### src/rtl/boot_ctrl.sv
// ============================================================================
// boot_ctrl
// ----------------------------------------------------------------------------
// Run controller for the single-cycle core. It streams a program image from
// the host into the core's instruction ROM through a registered write port,
// holds the core in reset while loading, and then releases it with start.
// While the core runs, the controller watches the commit stream until a halt
// instruction retires or a cycle budget expires. It then reports pass/fail,
// the commit count and the halting PC.
//
// Ports
//   clock, reset          sole clock (rising edge), synchronous active-high reset
//   io_load_valid/ready   host load handshake; io_load_data is the word and
//                         io_load_last marks the final word of the image
//   io_run, io_clear      host start request / return from DONE or ERROR
//   io_timeout_limit      max run cycles, 0 disables the timeout
//   io_rom_wen/waddr/wdata registered ROM write port
//   io_core_reset         reset to the core (active-high)
//   io_in_start           start to the core
//   io_commit*, io_a0     commit stream and x10 value from the core
//   io_state              IDLE=0 LOAD=1 ARM=2 RUN=3 DONE=4 ERROR=5
//   io_pass, io_timeout, io_commit_count, io_halt_pc   run results
// ============================================================================
module boot_ctrl #(
   parameter int          ADDR_W    = 10,
   parameter logic [31:0] HALT_INST = 32'h00100073
) (
   input  logic              clock,
   input  logic              reset,
   input  logic              io_load_valid,
   output logic              io_load_ready,
   input  logic [31:0]       io_load_data,
   input  logic              io_load_last,
   input  logic              io_run,
   input  logic              io_clear,
   input  logic [31:0]       io_timeout_limit,
   output logic              io_rom_wen,
   output logic [ADDR_W-1:0] io_rom_waddr,
   output logic [31:0]       io_rom_wdata,
   output logic              io_core_reset,
   output logic              io_in_start,
   input  logic              io_commit,
   input  logic [31:0]       io_commit_pc,
   input  logic [31:0]       io_commit_inst,
   input  logic [31:0]       io_a0,
   output logic [2:0]        io_state,
   output logic              io_pass,
   output logic              io_timeout,
   output logic [31:0]       io_commit_count,
   output logic [31:0]       io_halt_pc
);

   typedef enum logic [2:0] {
      IDLE  = 3'd0,
      LOAD  = 3'd1,
      ARM   = 3'd2,
      RUN   = 3'd3,
      DONE  = 3'd4,
      ERROR = 3'd5
   } stateT;

   localparam logic [ADDR_W-1:0] ADDR_MAX = '1;
   localparam logic [31:0]       SAT_MAX  = 32'hFFFF_FFFF;

   stateT             state;
   stateT             nextState;
   logic [ADDR_W-1:0] addrCnt;
   logic [31:0]       cycleCnt;
   logic              beatAccept;
   logic              haltHit;
   logic              timeoutHit;
   logic              runStart;
   logic              clearReq;

   // Event decode shared by the FSM and the datapath. A halt and a timeout
   // can fire in the same cycle; the datapath gives the halt priority.
   always_comb begin
      beatAccept = io_load_valid & io_load_ready;
      haltHit    = (state == RUN) & io_commit & (io_commit_inst == HALT_INST);
      timeoutHit = (state == RUN) & (io_timeout_limit != 32'd0) &
                   (cycleCnt == io_timeout_limit - 32'd1);
      runStart   = (state == ARM) & io_run;
      clearReq   = ((state == DONE) | (state == ERROR)) & io_clear;
   end

   // State register.
   always_ff @(posedge clock) begin
      if (reset) begin
         state <= IDLE;
      end else begin
         state <= nextState;
      end
   end

   // Next-state logic. A non-last beat at the top ROM address is still
   // written but ends the load in ERROR, since there is nowhere to put the
   // next word and wrapping would silently corrupt the image.
   always_comb begin
      nextState = state;
      case (state)
         IDLE, LOAD: begin
            if (beatAccept) begin
               if (io_load_last) begin
                  nextState = ARM;
               end else if (addrCnt == ADDR_MAX) begin
                  nextState = ERROR;
               end else begin
                  nextState = LOAD;
               end
            end
         end
         ARM: begin
            if (io_run) begin
               nextState = RUN;
            end
         end
         RUN: begin
            if (haltHit || timeoutHit) begin
               nextState = DONE;
            end
         end
         DONE, ERROR: begin
            if (io_clear) begin
               nextState = IDLE;
            end
         end
         default: nextState = IDLE;
      endcase
   end

   // Output decode from the registered state only, so the core sees reset
   // and start change one cycle after the host's request.
   always_comb begin
      io_load_ready = 1'b0;
      io_core_reset = 1'b1;
      io_in_start   = 1'b0;
      io_state      = state;
      if ((state == IDLE) || (state == LOAD)) begin
         io_load_ready = 1'b1;
      end
      if (state == RUN) begin
         io_core_reset = 1'b0;
         io_in_start   = 1'b1;
      end
   end

   // Load datapath: the ROM write is registered, so an accepted beat shows up
   // on the write port for exactly the following cycle. The address counter
   // never wraps; the FSM leaves for ERROR before that could matter.
   always_ff @(posedge clock) begin
      if (reset) begin
         addrCnt      <= '0;
         io_rom_wen   <= 1'b0;
         io_rom_waddr <= '0;
         io_rom_wdata <= 32'd0;
      end else begin
         io_rom_wen <= beatAccept;
         if (beatAccept) begin
            io_rom_waddr <= addrCnt;
            io_rom_wdata <= io_load_data;
            if (addrCnt != ADDR_MAX) begin
               addrCnt <= addrCnt + ADDR_W'(1);
            end
         end
         if (clearReq) begin
            addrCnt <= '0;
         end
      end
   end

   // Run datapath: results are cleared when the run starts and then held
   // through DONE/ERROR until the next run. Both counters saturate.
   always_ff @(posedge clock) begin
      if (reset) begin
         cycleCnt        <= 32'd0;
         io_commit_count <= 32'd0;
         io_pass         <= 1'b0;
         io_timeout      <= 1'b0;
         io_halt_pc      <= 32'd0;
      end else if (runStart) begin
         cycleCnt        <= 32'd0;
         io_commit_count <= 32'd0;
         io_pass         <= 1'b0;
         io_timeout      <= 1'b0;
         io_halt_pc      <= 32'd0;
      end else if (state == RUN) begin
         if (cycleCnt != SAT_MAX) begin
            cycleCnt <= cycleCnt + 32'd1;
         end
         if (io_commit && (io_commit_count != SAT_MAX)) begin
            io_commit_count <= io_commit_count + 32'd1;
         end
         if (haltHit) begin
            io_halt_pc <= io_commit_pc;
            io_pass    <= (io_a0 == 32'd0);
            io_timeout <= 1'b0;
         end else if (timeoutHit) begin
            io_pass    <= 1'b0;
            io_timeout <= 1'b1;
         end
      end
   end

endmodule

### config.mk
export PLATFORM = sky130hd
export DESIGN_NAME = boot_ctrl
export DESIGN_NICKNAME = d
export VERILOG_FILES = /design/src/rtl/boot_ctrl.sv
export SDC_FILE = /design/constraint.sdc
export NUM_CORES = 1
export LEC_CHECK = 0
export CAP_MARGIN = 20
export CORE_MARGIN = 4
export CORE_UTILIZATION = 45
export DETAILED_ROUTE_END_ITERATION = 10
export GPL_TIMING_DRIVEN = 0
export PLACE_DENSITY = 0.82
export SYNTH_ARGS = -nofsm -noshare
export SYNTH_HDL_FRONTEND = slang
export SYNTH_SLANG_ARGS = --single-unit
### constraint.sdc
create_clock -name clock -period 3.65 [get_ports clock]
set_clock_uncertainty 0.05 [all_clocks]
set_input_delay 0.73 -clock clock [delete_from_list [all_inputs] [get_ports clock]]
set_output_delay 0.73 -clock clock [all_outputs]
set_load 0.005 [all_outputs]
After elaboration in Yosys (flattened, before gate mapping):

Cells that the tools add are included.

* register bits: 154
* bits of input ports: 167
* output and inout port bits: 115
* word-level logic and storage cells: 68

* add/sub/neg operators: 4
* equality and inequality tests: 15
* multiplexer cells: 14
* bitwise operators: 8
* reduce and logical (&&, ||, !) cells: 17

Operators by type and width (count)
* adder 32 x 1 -> 32 bit, second input constant: 2
* != test 32 bit, second input constant: 2
* equality test 32 x 21 -> 1 bit, second input constant: 1
* equality test 32 bit: 1
* zero test 32 bit: 1
* nonzero test 32 bit: 1
* subtractor 32 x 1 -> 32 bit, second input constant: 1
* two-way mux 3 bit: 6
* case mux 3 bit (4 select lines): 1
* adder 10 x 1 -> 10 bit, second input constant: 1
* equality test 10 bit, second input constant: 1
* != test 10 bit, second input constant: 1
* AND reduction 2 bit: 5
* OR reduction 2 bit: 4
* AND 1 bit: 7
* two-way mux 1 bit: 7
* equality test 3 x 2 -> 1 bit, second input constant: 2
* equality test 3 bit, second input constant: 2
* != test 2 bit, second input constant: 3
* AND reduction 4 bit: 1
* equality test 3 x 1 -> 1 bit, second input constant: 1
* zero test 3 bit: 1
* logical OR 1 bit: 2
* != test 2 x 1 -> 1 bit, second input constant: 1
* 3 further kinds: 3

Logic depth before layout (Yosys ltp):

* word-level depth: 6
* depth in mapped cells: 11
* depth with buffers taken out: 11

Least setup slack after synthesis:

Ideal clock, no wire load.

* path type: in2reg
* from: input io_timeout_limit[0]
* to: register state[0] (netlist: io_state[0])
* library setup time: 0.117 ns
* data arrival time: 3.071 ns
* data required time: 3.483 ns
* slack: 0.412 ns
* cell stages on the path: 11
* path buffers: 0
* path through: inv_1 > ha_1 > nor3b_1 > nand3_1 > nor4_1 > xnor2_1 > o2111ai_1 > nor3_1 > o2111ai_2 > a21o_1 > a32o_1

* longest elaborated chain between the ends: 6
* elaborated cells between the ends (all ways): 8

RTL lines
* start: declaration: line 36 `input logic [31:0] io_timeout_limit,`
* subtractor 32 x 1 -> 32 bit or nonzero test 32 bit (tied branches): line 81, 80
* equality test 32 bit or AND 1 bit (tied branches): line 81, 80
* AND 1 bit (*): line 80 `timeoutHit = (state == RUN) & (io_timeout_limit != 32'd0) &`
* logical OR 1 bit (*): line 118 `if (haltHit || timeoutHit) begin`
* != test 2 x 1 -> 1 bit (no source line) (*)
* AND reduction 4 bit (no source line) (*)
* end signal: assignment: line 91 `state <= nextState;`
* end: declaration: line 65 `stateT state;`

Mark *: on every way between the ends. The rest lies on a longest branch, timed or not.
A chain may end at the register's enable or synchronous reset.

Worst setup path in the final report:

* from: input io_timeout_limit[2]
* to: register state[0] (netlist: io_state[0])

The elaborated chain is that of the path after synthesis.

==> impl_metrics.prom <==
# TYPE chip_impl_metric gauge
chip_impl_info{name="endpoint_kind",value="flip-flop"} 1
chip_impl_metric{name="die_h",unit="um"} 136.0
chip_impl_metric{name="finalSetupViolations",unit=""} 0
chip_impl_metric{name="drtIter0Drc",unit=""} 451
chip_impl_metric{name="routed_wire_per_std_cell",unit="um"} 16.87
chip_impl_metric{name="power_frac_comb",unit="%"} 12.0
chip_impl_metric{name="row_count",unit=""} 46
chip_impl_metric{name="grt_overflow",unit=""} 0
chip_impl_metric{name="antenna_violating_nets_post_route",unit=""} 0
chip_impl_metric{name="post-dp-hpwl",unit="um"} 18900
chip_impl_metric{name="total_number_of_vias",unit=""} 7736
chip_impl_metric{name="synth_nets",unit=""} 1089
chip_impl_info{name="layout.cells.most_common_list",value="sky130_fd_sc_hd__clkdlybuf4s50_1, sky130_fd_sc_hd__nand2_1, sky130_fd_sc_hd__dfxtp_1"} 1
chip_impl_metric{name="max_cap_violations",unit=""} 0
chip_impl_info{name="mostFrequentLayoutCell",value="sky130_fd_sc_hd__clkdlybuf4s50_1"} 1
chip_impl_metric{name="min_hold_slack",unit="ns"} 0.3997
chip_impl_metric{name="synthCells",unit=""} 918
chip_impl_metric{name="drt_pass1_iterations",unit=""} 4
chip_impl_metric{name="finalHoldViolCount",unit=""} 0
chip_impl_info{name="setup.worst_path.class",value="input pin to flip-flop"} 1
chip_impl_metric{name="timing.final.crit_share",unit="%"} 96.90
chip_impl_info{name="globalRoute.busiestLayer",value="met2"} 1
chip_impl_metric{name="clkPwrFrac",unit="%"} 45.2
chip_impl_metric{name="grt_util_met3",unit="%"} 9.845
chip_impl_metric{name="swShare",unit="%"} 23.31
chip_impl_metric{name="final_net_count",unit=""} 1395
chip_impl_info{name="worstHoldPathType",value="flip-flop to flip-flop"} 1
chip_impl_metric{name="total_switching_power",unit="W"} 0.0009427
chip_impl_metric{name="number_of_antenna_violations_at_the_first_check_in_global_routing",unit=""} 0
chip_impl_metric{name="met2_usage",unit="%"} 45.02
chip_impl_metric{name="postSynthRegisterBits",unit=""} 154
chip_impl_metric{name="cellLeakagePower",unit="nW"} 3.845
chip_impl_metric{name="total_grt_usage",unit="%"} 25.85
chip_impl_metric{name="ir_drop",unit="uV"} 365.3
chip_impl_metric{name="die_width",unit="um"} 136.0
chip_impl_metric{name="cts-buffers-inserted",unit=""} 17
chip_impl_metric{name="gpl.final_weighted_congestion",unit=""} 0.8851
chip_impl_info{name="outcome",value="finished, final reports clean"} 1
chip_impl_metric{name="remaining_drc_errors",unit=""} 0
chip_impl_metric{name="setup.reg_to_reg.worst_slack",unit="ns"} 0.56
chip_impl_metric{name="post_synth_num_cell_types",unit=""} 58
chip_impl_metric{name="post_cts_hold_buffer_count",unit=""} 0
chip_impl_metric{name="grt_first_pass_wirelength",unit="um"} 37700
chip_impl_metric{name="die_area",unit="mm^2"} 0.01849
chip_impl_metric{name="syn-cell-area",unit="mm^2"} 0.007371
chip_impl_metric{name="clock_tree.buffer_depth",unit=""} 2
chip_impl_metric{name="worst-slew-pin-transition",unit="ns"} 0.9184
chip_impl_metric{name="critPathArrivalTime",unit="ns"} 3.80
chip_impl_info{name="tritoncts",value="yes"} 1
chip_impl_metric{name="ios",unit=""} 282
chip_impl_metric{name="route.final.wire_length",unit="um"} 24530
chip_impl_metric{name="setup_tns",unit="ns"} 0
chip_impl_metric{name="initial_core_util",unit="%"} 46.23
chip_impl_metric{name="powerDensity",unit="mW/mm^2"} 361.9
chip_impl_metric{name="finalCoreUtilization",unit="%"} 70.09
chip_impl_metric{name="yosysSeqAreaShare",unit="%"} 41.83
chip_impl_metric{name="grt_use_met1",unit="%"} 28.16
chip_impl_metric{name="grt_start_max_net_pins",unit=""} 17
chip_impl_metric{name="required",unit="ns"} 3.91
chip_impl_info{name="cts_root_buf",value="sky130_fd_sc_hd__clkbuf_16"} 1
chip_impl_metric{name="clock_insertion_delay_worst_skew",unit="ns"} 0.42
chip_impl_metric{name="power.total",unit="W"} 0.004044
chip_impl_metric{name="cts_num_sinks",unit=""} 154
chip_impl_metric{name="htree_levels",unit=""} 4
chip_impl_info{name="critical_path.startpoint_type",value="input pin"} 1
chip_impl_metric{name="final-seq-area",unit="mm^2"} 0.003083
chip_impl_metric{name="buffer_ports.inserted",unit=""} 281
chip_impl_metric{name="placeableCoreArea",unit="mm^2"} 0.01594
chip_impl_metric{name="avgViaCountPerCell",unit=""} 5.320
chip_impl_metric{name="synthToLayoutAreaGrowth",unit="%"} 51.60
chip_impl_metric{name="achievable-frequency",unit="MHz"} 282.7
chip_impl_metric{name="seq_power_share",unit="%"} 42.8
chip_impl_metric{name="clock_pin_slew_on_the_worst_setup_and_hold_paths",unit="ns"} 0.06
chip_impl_info{name="yosys_most_used_dff",value="sky130_fd_sc_hd__dfxtp_1"} 1
chip_impl_metric{name="syn_area_per_cell",unit="um^2"} 8.029
chip_impl_metric{name="yosysWarningCount",unit=""} 0
chip_impl_metric{name="synth_edf_count",unit=""} 0
chip_impl_metric{name="internal_power",unit="W"} 0.003101
chip_impl_metric{name="multiInputGateArea",unit="mm^2"} 0.004148
chip_impl_metric{name="fillers",unit=""} 1267
chip_impl_metric{name="maxSlewHeadroom",unit="%"} 38.21
chip_impl_metric{name="number_of_global_route_vias_before_repair",unit=""} 7602
chip_impl_metric{name="post_synth_arst_share",unit="%"} 0
chip_impl_metric{name="drive_above_1_share",unit="%"} 5.174
chip_impl_metric{name="crit_fanout",unit=""} 6
chip_impl_metric{name="report.final.slew_viol_count",unit=""} 0
chip_impl_metric{name="finalCriticalPeriod",unit="ns"} 3.537
[layer usage]
metal  vias up  part of all wire (%)
met5         -                     0
met4         0                   3.4
met3        60                   9.2
met2       298                    50
met1      3591                    38
li1       3787                     -
[critical path, cell delays in order]
cell,delay [ns]
sky130_fd_sc_hd__clkdlybuf4s50_1,0.55
sky130_fd_sc_hd__or4_1,0.59
sky130_fd_sc_hd__o21ai_1,0.20
sky130_fd_sc_hd__a211oi_1,0.11
sky130_fd_sc_hd__a2111oi_1,0.38
sky130_fd_sc_hd__o2111ai_1,0.26
sky130_fd_sc_hd__nor3_2,0.25
sky130_fd_sc_hd__o2111ai_2,0.24
sky130_fd_sc_hd__a21o_1,0.24
sky130_fd_sc_hd__a32o_1,0.24
[Yosys cell counts (14+ instances only)]
cell type | count | area [um^2]
sky130_fd_sc_hd__dfxtp_1 | 154 | 3083
sky130_fd_sc_hd__nor2_1 | 103 | 386.6
sky130_fd_sc_hd__xor2_1 | 62 | 543.0
sky130_fd_sc_hd__nand3_1 | 35 | 175.2
sky130_fd_sc_hd__nor3_1 | 19 | 95.09
sky130_fd_sc_hd__inv_1 | 14 | 52.55
sky130_fd_sc_hd__nand4_1 | 22 | 137.6
sky130_fd_sc_hd__a21oi_1 | 87 | 435.4
sky130_fd_sc_hd__nand2_1 | 184 | 690.7
sky130_fd_sc_hd__xnor2_1 | 41 | 359.1
sky130_fd_sc_hd__clkbuf_1 | 34 | 127.6
sky130_fd_sc_hd__nor4_1 | 21 | 131.4
[worst paths after layout]
kind | from | endpoint | cells past startpoint
max | io_timeout_limit[2] | io_state[0]$_SDFFE_PP0P_ | 10
min | io_halt_pc[28]$_SDFFE_PP0P_ | io_halt_pc[28]$_SDFFE_PP0P_ | 2
max reg2reg | io_state[1]$_SDFFE_PP0P_ | io_commit_count[29]$_SDFFE_PP0P_ | 10
min reg2reg | io_halt_pc[28]$_SDFFE_PP0P_ | io_halt_pc[28]$_SDFFE_PP0P_ | 2
[power groups by stage]
stage,combinational (W),sequential [W],clock (W)
3_5_place_dp,0.000476,0.00177,0
2_1_floorplan,0.000160,0.00177,0
4_1_cts,0.000481,0.00173,0.00186
5_1_grt,0.000523,0.00174,0.00194
3_3_place_gp,0.000472,0.00177,0
6_report,0.000484,0.00173,0.00183
[kinds of logic after synthesis]
logic type                 Yosys count  share of synthesized area [%]
and+or+nand+nor                    464                          30.67
AOI/OAI and AO/OA                  132                          10.66
DFF                                154                          41.83
buffers and inverters               52                          2.665
xor gates and xnor gates           103                          12.24
muxes                                9                          1.256
adders and majority gates            4                         0.6790
[cell type report]
class,count,share of cell area [%]
Clock buffer,19,4.053
Timing Repair Buffer,287,25.55
Antenna cell,1,0.02239
Sequential cell,154,27.59
Inverter,14,0.4703
Multi-Input combinational cell,712,37.12
Clock inverter,13,1.489
Tap cell,216,2.419
Buffer,38,1.288
[flip-flops by register name, indices dropped and copies added (netlist names)]
signal / cells
cycleCnt: 32
io_rom_wdata: 32
addrCnt: 10
io_pass: 1
io_timeout: 1
io_commit_count: 32
io_rom_wen: 1
io_rom_waddr: 10
io_halt_pc: 32
io_state: 3
[through the flow]
step | worst slack [ns] | instances | instance area [um^2]
floorplan | 0.4119 | 918 | 7371
global placement | -0.8516 | 1415 | 10450
detailed placement | -0.9035 | 1416 | 10460
CTS | 0.02106 | 1448 | 11090
global route | -0.04191 | 1453 | 11170
finish | 0.1130 | 1454 | 11170
[repair_timing]
| action | in CTS | in global routing |
|---|---|---|
| setup buffers | 0 | 5 |
| pin swaps | 0 | 3 |
| gates resized for setup | 2 | 8 |
| setup endpoints to repair | 5 | 5 |
Note: power is estimated with default switching activity, not from simulation.
